--- src/rtl/hex_keypad_scanner.sv ---
`default_nettype none
// ============================================================================
//  Module   : hex_keypad_scanner
//  Purpose  : Column-by-column scanner and debouncer for a 4x4 hex keypad.
//             Each accepted press yields a nibble. Nibble pairs are packed
//             high-first into a byte and offered on a valid/ready handshake.
//  Revision : 1.0  initial release
// ----------------------------------------------------------------------------
//  Ports
//    clk_i          in   1  system clock, rising edge
//    reset_n_i      in   1  synchronous active-low reset
//    row_in_i       in   4  keypad rows, active-low, asynchronous
//    col_out_o      out  4  column drive, exactly one bit low
//    key_code_o     out  4  last accepted key value
//    key_valid_o    out  1  one-cycle pulse when key_code_o updates
//    byte_data_o    out  8  {first nibble, second nibble}
//    byte_valid_o   out  1  byte_data_o valid, held until accepted
//    byte_ready_i   in   1  consumer ready
//    nibble_sel_o   out  1  0: next key fills [7:4], 1: next key fills [3:0]
//    overrun_o      out  1  sticky, a key was dropped while a byte was pending
// ============================================================================
module hex_keypad_scanner #(
  parameter int SCAN_DIV = 100000,
  parameter int DEBOUNCE = 4
) (
  input  logic       clk_i,
  input  logic       reset_n_i,
  input  logic [3:0] row_in_i,
  output logic [3:0] col_out_o,
  output logic [3:0] key_code_o,
  output logic       key_valid_o,
  output logic [7:0] byte_data_o,
  output logic       byte_valid_o,
  input  logic       byte_ready_i,
  output logic       nibble_sel_o,
  output logic       overrun_o
);

  localparam int DIV_W = (SCAN_DIV > 1) ? $clog2(SCAN_DIV) : 1;
  localparam int CNT_W = $clog2(DEBOUNCE + 1);
  localparam logic [DIV_W-1:0] DIV_LAST  = DIV_W'(SCAN_DIV - 1);
  localparam logic [CNT_W-1:0] DB_TARGET = CNT_W'(DEBOUNCE);
  localparam logic [CNT_W-1:0] CNT_ONE   = CNT_W'(1);

  typedef enum logic [1:0] {
    S_IDLE     = 2'd0,
    S_DB_PRESS = 2'd1,
    S_HELD     = 2'd2,
    S_DB_REL   = 2'd3
  } state_t;

  // Row/column intersection to key value.
  function automatic logic [3:0] key_map(input logic [1:0] r, input logic [1:0] c);
    logic [3:0] code;
    case ({r, c})
      4'h0: code = 4'h1;  4'h1: code = 4'h2;  4'h2: code = 4'h3;  4'h3: code = 4'hA;
      4'h4: code = 4'h4;  4'h5: code = 4'h5;  4'h6: code = 4'h6;  4'h7: code = 4'hB;
      4'h8: code = 4'h7;  4'h9: code = 4'h8;  4'hA: code = 4'h9;  4'hB: code = 4'hC;
      4'hC: code = 4'h0;  4'hD: code = 4'hF;  4'hE: code = 4'hE;
      default: code = 4'hD;
    endcase
    return code;
  endfunction

  logic [3:0]       row_meta_q, row_sync_q;
  logic [DIV_W-1:0] div_q;
  logic [1:0]       col_q;
  logic [1:0]       hit_cnt_q;
  logic [3:0]       hit_code_q;
  state_t           state_q, state_d;
  logic [3:0]       cand_q, cand_d;
  logic [CNT_W-1:0] cnt_q, cnt_d;
  logic [3:0]       key_code_q;
  logic             key_valid_q;
  logic [7:0]       byte_data_q;
  logic             byte_valid_q;
  logic             nibble_sel_q;
  logic             overrun_q;

  // --------------------------------------------------------------------------
  // Per-column sample decode
  // --------------------------------------------------------------------------
  logic [3:0] hits;
  logic [2:0] col_cnt;
  logic [1:0] col_row;
  logic [3:0] col_code;
  logic       sample;
  logic       scan_end;
  logic [2:0] base_cnt;
  logic [2:0] tot_cnt;
  logic [1:0] tot_sat;
  logic [3:0] tot_code;
  logic       scan_none, scan_key, scan_multi;
  logic       accept;
  logic       handshake;

  assign hits    = ~row_sync_q;
  assign col_cnt = 3'(hits[0]) + 3'(hits[1]) + 3'(hits[2]) + 3'(hits[3]);

  // Row index of the lowest pressed row; only meaningful when exactly one hit.
  always_comb begin
    col_row = 2'd0;
    for (int i = 3; i >= 0; i--) begin
      if (hits[i]) col_row = 2'(i);
    end
  end

  assign col_code = key_map(col_row, col_q);
  assign sample   = (div_q == DIV_LAST);
  assign scan_end = sample && (col_q == 2'd3);

  // Column 0 starts a fresh scan, so the running count is ignored there.
  // Counts saturate at 2 since only none/one/many matters.
  assign base_cnt = (col_q == 2'd0) ? 3'd0 : {1'b0, hit_cnt_q};
  assign tot_cnt  = base_cnt + col_cnt;
  assign tot_sat  = (tot_cnt >= 3'd2) ? 2'd2 : tot_cnt[1:0];
  assign tot_code = (base_cnt == 3'd1) ? hit_code_q : col_code;

  assign scan_none  = (tot_sat == 2'd0);
  assign scan_key   = (tot_sat == 2'd1);
  assign scan_multi = (tot_sat == 2'd2);

  assign handshake = byte_valid_q & byte_ready_i;

  // --------------------------------------------------------------------------
  // Debounce FSM, evaluated on the last sample of each full scan
  // --------------------------------------------------------------------------
  always_comb begin
    state_d = state_q;
    cand_d  = cand_q;
    cnt_d   = cnt_q;
    accept  = 1'b0;
    if (scan_end && !scan_multi) begin
      case (state_q)
        S_IDLE: begin
          if (scan_key) begin
            cand_d = tot_code;
            cnt_d  = CNT_ONE;
            if (DEBOUNCE == 1) begin
              state_d = S_HELD;
              accept  = 1'b1;
            end else begin
              state_d = S_DB_PRESS;
            end
          end
        end
        S_DB_PRESS: begin
          if (scan_none) begin
            state_d = S_IDLE;
          end else if (tot_code == cand_q) begin
            cnt_d = cnt_q + CNT_ONE;
            if ((cnt_q + CNT_ONE) == DB_TARGET) begin
              state_d = S_HELD;
              accept  = 1'b1;
            end
          end else begin
            cand_d = tot_code;
            cnt_d  = CNT_ONE;
            if (DEBOUNCE == 1) begin
              state_d = S_HELD;
              accept  = 1'b1;
            end
          end
        end
        S_HELD: begin
          if (scan_none) begin
            cnt_d   = CNT_ONE;
            state_d = (DEBOUNCE == 1) ? S_IDLE : S_DB_REL;
          end
        end
        S_DB_REL: begin
          if (scan_none) begin
            cnt_d = cnt_q + CNT_ONE;
            if ((cnt_q + CNT_ONE) == DB_TARGET) state_d = S_IDLE;
          end else begin
            state_d = S_HELD;
          end
        end
        default: state_d = S_IDLE;
      endcase
    end
  end

  // --------------------------------------------------------------------------
  // Sequential state
  // --------------------------------------------------------------------------
  always_ff @(posedge clk_i) begin
    if (!reset_n_i) begin
      row_meta_q   <= 4'hF;
      row_sync_q   <= 4'hF;
      div_q        <= '0;
      col_q        <= 2'd0;
      hit_cnt_q    <= 2'd0;
      hit_code_q   <= 4'h0;
      state_q      <= S_IDLE;
      cand_q       <= 4'h0;
      cnt_q        <= '0;
      key_code_q   <= 4'h0;
      key_valid_q  <= 1'b0;
      byte_data_q  <= 8'h00;
      byte_valid_q <= 1'b0;
      nibble_sel_q <= 1'b0;
      overrun_q    <= 1'b0;
    end else begin
      row_meta_q <= row_in_i;
      row_sync_q <= row_meta_q;

      if (sample) begin
        div_q      <= '0;
        col_q      <= col_q + 2'd1;
        hit_cnt_q  <= tot_sat;
        hit_code_q <= tot_code;
      end else begin
        div_q <= div_q + DIV_W'(1);
      end

      state_q     <= state_d;
      cand_q      <= cand_d;
      cnt_q       <= cnt_d;
      key_valid_q <= accept;
      if (accept) key_code_q <= cand_d;

      // A handshake this cycle frees the byte for the incoming key.
      if (handshake) byte_valid_q <= 1'b0;
      if (key_valid_q) begin
        if (byte_valid_q && !handshake) begin
          overrun_q <= 1'b1;
        end else if (!nibble_sel_q) begin
          byte_data_q[7:4] <= key_code_q;
          nibble_sel_q     <= 1'b1;
        end else begin
          byte_data_q[3:0] <= key_code_q;
          byte_valid_q     <= 1'b1;
          nibble_sel_q     <= 1'b0;
        end
      end
    end
  end

  assign col_out_o    = ~(4'b0001 << col_q);
  assign key_code_o   = key_code_q;
  assign key_valid_o  = key_valid_q;
  assign byte_data_o  = byte_data_q;
  assign byte_valid_o = byte_valid_q;
  assign nibble_sel_o = nibble_sel_q;
  assign overrun_o    = overrun_q;

endmodule
`default_nettype wire
--- config.mk ---
export PLATFORM = sky130hd
export DESIGN_NAME = hex_keypad_scanner
export DESIGN_NICKNAME = d
export VERILOG_FILES = /design/src/rtl/hex_keypad_scanner.sv
export SDC_FILE = /design/constraint.sdc
export NUM_CORES = 1
export LEC_CHECK = 0
export ABC_AREA = 1
export BUFFER_PORTS_ARGS = -buffer_cell sky130_fd_sc_hd__buf_2
export CORE_UTILIZATION = 40
export DETAILED_ROUTE_END_ITERATION = 8
export MAX_ROUTING_LAYER = met4
export PLACE_DENSITY = 0.64
export SLEW_MARGIN = 25
export SYNTH_ARGS = -nofsm -noshare
export SYNTH_HDL_FRONTEND = slang
export SYNTH_SLANG_ARGS = --single-unit
export TNS_END_PERCENT = 10
--- constraint.sdc ---
create_clock -name clk_i -period 4.4 [get_ports clk_i]
set_input_delay 1.32 -clock clk_i [delete_from_list [all_inputs] [get_ports clk_i]]
set_output_delay 1.32 -clock clk_i [all_outputs]
set_load 0.01 [all_outputs]
After elaboration in Yosys (flattened, before gate mapping)

Memory sizes are Yosys's and may differ from the RTL's.
Index checks and enable logic that the tools add are counted.

Add/sub/neg operators: 7
Muxes and demuxes: 36
Bitwise gates (word level): 6
Equality and inequality tests: 17
Reduce and logical (&&, ||, !) cells: 15
Order comparisons: 1
Shift operators: 1

Operators with widths:

| operator                                         | number |
|---|---|
| two-way mux 2 bit                                | 13 |
| two-way mux 4 bit                                | 5 |
| adder 17 x 1 -> 17 bit (second input constant)   | 1 |
| == test 17 bit (second input constant)           | 1 |
| two-way mux 3 bit                                | 5 |
| case mux 3 bit (4 select lines)                  | 1 |
| two-way mux 1 bit                                | 10 |
| inequality test 3 bit (second input constant)    | 3 |
| == test 2 bit (second input constant)            | 4 |
| inequality test 2 bit (second input constant)    | 4 |
| inverter 4 bit                                   | 2 |
| case mux 2 bit (4 select lines)                  | 1 |
| case mux 4 bit (2 select lines)                  | 1 |
| == test 2 x 1 -> 1 bit (second input constant)   | 3 |
| logical NOT 2 bit                                | 3 |
| AND reduction 3 bit                              | 2 |
| AND reduction 6 bit                              | 1 |
| AND reduction 5 bit                              | 1 |
| == test 4 bit                                    | 1 |
| AND reduction 2 bit                              | 2 |
| left shift 1 x 2 -> 4 bit (first input constant) | 1 |
| adder 2 x 1 -> 3 bit                             | 1 |
| adder 2 x 3 -> 3 bit                             | 1 |
| adder 3 x 1 -> 3 bit                             | 1 |
| 10 further kinds                                 | 15 |

Output and inout port bits: 20
Memories kept: 1
Bits in registers: 58
Bits of input ports: 7
ROM bits: 64
Logic and storage cells: 100

Memory list:

| memory           | depth | width | rd ports | clocked after memory_dff | write ports | RTL line | source |
|---|---|---|---|---|---|---|---|
| (name not given) | 16    | 4     | 1        | 0                        | 0           | 55       | `case ({r, c})` |

Logic depth before layout (Yosys ltp)

An unclocked memory read counts as a cell.

Word-level depth: 12
Mapped depth: 18
Mapped depth without buffers: 18

Worst setup path before layout

OpenSTA, ideal clock, no wires.

Kind: register to register
Start: register row_sync_q[0]
End: register key_code_q[0] (netlist: key_code_o[0])
Buffers on the path: 0
Required time: 4.286 ns
Setup slack: 1.281 ns
Data arrival time: 3.005 ns
Setup time: 0.114 ns
Clock period less this slack: 3.119 ns
Cell stages (with the launch flop): 18
Cells stage by stage: dfxtp_1 > inv_1 > fa_1 > inv_1 > fa_1 > inv_1 > fa_1 > nor2_4 > inv_1 > nor2_2 > nor2_2 > inv_2 > o31ai_4 > nand4_4 > or2_1 > nand2_1 > o21ai_1 > nor2_2

Longest elaborated chain between the ends: 11
Elaborated cells between the ends (all ways): 25
Those cells by class: add/sub: 4; order compare: 1; eq/ne: 3; mux: 12; bitwise: 1; reduce/logical: 3; memory: 1

RTL lines:

| element                                                 | RTL line | source |
|---|---|---|
| start: declaration                                      | 65       | `logic [3:0] row_meta_q, row_sync_q;` |
| start signal: assignment                                | 206      | `row_sync_q <= row_meta_q;` |
| inverter 4 bit *                                        | 97       | `assign hits = ~row_sync_q;` |
| adder 1 x 1 -> 2 bit                                    | 98       | `assign col_cnt = 3'(hits[0]) + 3'(hits[1]) + 3'(hits[2]) + 3'(hits[3]);` |
| adder 2 x 1 -> 3 bit                                    | 98       |  |
| adder 3 x 1 -> 3 bit                                    | 98       |  |
| adder 2 x 3 -> 3 bit                                    | 115      | `assign tot_cnt = base_cnt + col_cnt;` |
| greater-or-equal comparator 3 x 2 -> 1 bit              | 116      | `assign tot_sat = (tot_cnt >= 3'd2) ? 2'd2 : tot_cnt[1:0];` |
| two-way mux 2 bit                                       | 116      |  |
| == test 2 x 1 -> 1 bit (tied with other cells)          | 120      | `assign scan_key = (tot_sat == 2'd1);` |
| two-way mux 4 bit (tied with other cells)               | 136      | `if (scan_key) begin` |
| case mux 4 bit (2 select lines) (tied with other cells) | 134      | `case (state_q)` |
| two-way mux 4 bit or two-way mux 1 bit (tied branches)  | 133      | `if (scan_end && !scan_multi) begin` |
| end signal: assignment                                  | 221      | `if (accept) key_code_q <= cand_d;` |
| end: declaration                                        | 73       | `logic [3:0] key_code_q;` |

Every way passes the cells marked *; elsewhere a longest branch is shown, timed or not.
A chain may end at the register's enable or synchronous reset.

Worst setup path in the final report

Ends and elaborated chain as after synthesis.

==> metrics.md <==
| Metric | Value |
|---|---|
| Vias in the first global route | 2,341 |
| Top_reg_cell synth | dfxtp_1 |
| Syn nets | 409 |
| Number of setup buffers added after CTS | 0 |
| First-pass GRT wire length | 10,010 um |
| DRC Markers | 0 |
| #FFs+latches synth | 58 |
| Cell area after synthesis | 2939 um2 |
| Setup TNS | 0 ns |
| NumNets Final | 441 |
| CTS tree | built |
| Clk slew on worst S/H paths | ~0.07 ns |
| Fin crit period | 3.341 ns |
| Layout Utilization | 0.4894 |
| Filler Cell Count | just under 700 |
| Fin crit share | 0.7593 |
| Count leader, synth | nand2_1 |
| Slowest cell delay on critical path | between 0.5 and 0.6 ns |
| Asr flop ratio synth | 0 |
| DRT iter0 DRCs | 57 |
| Sequential cell area fraction in the yosys report | 0.3951 |
| DR vias | roughly 2,500 |
| Cell Rows | 30 |
| Antenna cells | 0 |
| CTS resizes | 0 |
| Crit-path cells | inv_1 -> fa_1 -> inv_1 -> fa_1 -> inv_1 -> fa_1 -> nor2_4 -> nand2_1 -> o31ai_4 -> nand4_4 -> or2_1 -> nand2_1 -> o21ai_1 -> nor2_2 |
| Worst EP required | about 4.7 ns |
| Setup Crit Path Kind | flop to flop |
| Clock buffer depth | 2 |
| Drt wl/cell | roughly 11 um |
| Slew @ Worst Pin | slightly below 0.6 ns |
| TritonCTS buffer count | 9 |
| Synthesis-to-layout area growth | 15.62% |
| RSZ-0062 raised after global routing | false |
| Final setup violation count | 0 |
| Mapped Avg Cell Area | roughly 7.5 um2 |
| Sink Count | 58 |
| PortBufs | 26 |
| Core region area | roughly 6900 um2 |
| Max Cap Viol | 0 |
| Relative slew slack | 0.6079 |
| Detailed Routing Iterations Pass 1 | 4 |
| Startpoint Class | flop |
| Die area | between 7000 and 8000 um2 |
| Die Y | 87.72 um |
| RePlAce Congestion | between 0.8 and 0.9 |
| I/O pin count | 27 |
| H-tree depth | 3 |
| Hold Path Class | flop to flop |
| Hold_buf cts | 0 |
| Crit-path slowest cell | fa_1 |
| Max-slew violation count | 0 |
| Cells after Synth | 391 |
| Top cell type by total area after synthesis | dfxtp_1 |
| Worst EP arrival | 3.62 ns |
| Worst vdd ir | around 0.19 mV |
| Layout Skew | about 0.012 ns |
| Worst Setup End Kind | flop |
| Number of unique standard cell types used by synthesis | 40 |
| Pleak | around 1.5 nW |
| Yosys top cell area share | 0.3951 |
| Crit-path max FO | 7 |
| Initial antenna violation count | 0 |
| Total wire length | about 5700 um |
| Worst-Skew Late Latency | 0.34 ns |
| GRT overflow | 0 |
| GRT Total Usage | 0.1721 |
| Die Width | slightly below 90 um |
| Hpwl dp | 4223 um |
| Synth warnings | 0 |
| Top cells by area, synth | dfxtp_1 (40%), nand2_1 (10%), inv_1 (7.4%) |
| Pin count of the biggest net entering global routing | 25 |
| DRT antenna net count | 0 |
| Share of cells above drive strength 1 | 0.2126 |
| CTS root buffer | clkbuf_8 |
| Pwr per Cell Area | 341.8 nW/um2 |
| Top cells by instance count after synthesis | nand2_1 (80), dfxtp_1 (58), inv_1 (58) |
| Max Clk Rate | 299.3 MHz |
| Count of flip-flops with a built-in enable after synthesis | 0 |
| Fin Hold WS | 0.4115 ns |
| Final hold vios | 0 |
| Starting Density | 0.4232 |
| Post-DR vias/cell | 4.802 |
| Status | completed |
## cell type report
type                    instances  area, um2  area share
flip-flops and latches         58       1161      0.3417
clock inverters                 4      73.82     0.02172
multi-input cells             261       1501      0.4418
inverters                      67      256.5     0.07548
well taps                      96      120.1     0.03535
clock buffers                  12      155.1     0.04566
repair buffers                 26      130.1     0.03829
## report_power, final
| group | internal, mW | total [mW] | switching [mW] |
|---|---|---|---|
| combinational | 0.0222 | 0.0656 | 0.0434 |
| sequential | 0.531 | 0.534 | 0.00321 |
| clock | 0.350 | 0.562 | 0.212 |
| total | 0.903 | 1.16 | 0.259 |
## kinds of logic (layout without fill, tap and decap cells)
kind of cell	after synthesis	count (layout)	share of synthesized area
compound gates	57	57	0.1077
xor+xnor	2	2	0.005961
fa+ha+maj	11	11	0.05449
buf+inv	72	109	0.09408
flops	58	58	0.3951
simple gates	191	191	0.3427
## metrics by stage
step	power [mW]	instance area [um2]	std cells	setup WS, ns
finish	1.162	3398	524	1.059
global route	1.213	3398	524	0.7906
CTS	1.173	3398	524	1.051
detailed placement	0.6109	3169	508	1.052
global placement	0.6093	3169	508	1.133
floorplan	0.5970	2939	391	1.281
## worst max-delay path: cells and delay by family (launching register included)
family | cells | cell delay, ns
adders and majority gates | 3 | 1.33
and+or+nand+nor | 6 | 0.92
DFF | 1 | 0.44
AOI/OAI and AO/OA | 2 | 0.38
buffers and inverters | 3 | 0.21
## flip-flops by register name, indices dropped and copies added, names as in the netlist, named ones only
register	cells
div_q	17
byte_data_o	8
cand_q	4
hit_code_q	4
key_code_o	4
row_meta_q	4
row_sync_q	4
cnt_q	3
col_q	2
hit_cnt_q	2
byte_valid_o	1
key_valid_o	1
nibble_sel_o	1
overrun_o	1
state_q	1
## metal layers
metal / global-route usage / up-vias / share of wire
met5: - / - / 0
met3: 0.03864 / 12 / 0.027
met1: 0.1965 / 1150 / 0.47
li1: - / 1316 / -
met4: 0.09091 / 0 / 0.018
met2: 0.2805 / 38 / 0.48
## cells in the final DEF (no fill, tap or decap), types with 4 or more instances in the layout
cell | synthesis | routed
clkbuf_8 | 0 | 11
nand3_2 | 6 | 6
nor3_1 | 4 | 4
inv_2 | 7 | 7
inv_1 | 58 | 58
nand3_1 | 28 | 28
nand4_1 | 7 | 7
or2_2 | 10 | 10
nor2_2 | 6 | 6
nor2_1 | 25 | 25
o21ai_0 | 15 | 15
o21ai_1 | 4 | 4
nand2_2 | 5 | 5
dfxtp_1 | 58 | 58
a21oi_1 | 29 | 29
ha_1 | 8 | 8
buf_2 | 1 | 26
nand2_1 | 80 | 80
## path summary, 6_finish.rpt
check,from,to,slack (ns),depth (start not counted)
worst min-delay path,row_meta_q[0],row_sync_q[0],0.41,1
worst max register to register,row_sync_q[0],key_code_o[0],1.06,14
worst max-delay path,row_sync_q[0],key_code_o[0],1.06,14
worst min register to register,row_meta_q[0],row_sync_q[0],0.41,1
Note: power is estimated with default switching activity, not from simulation.
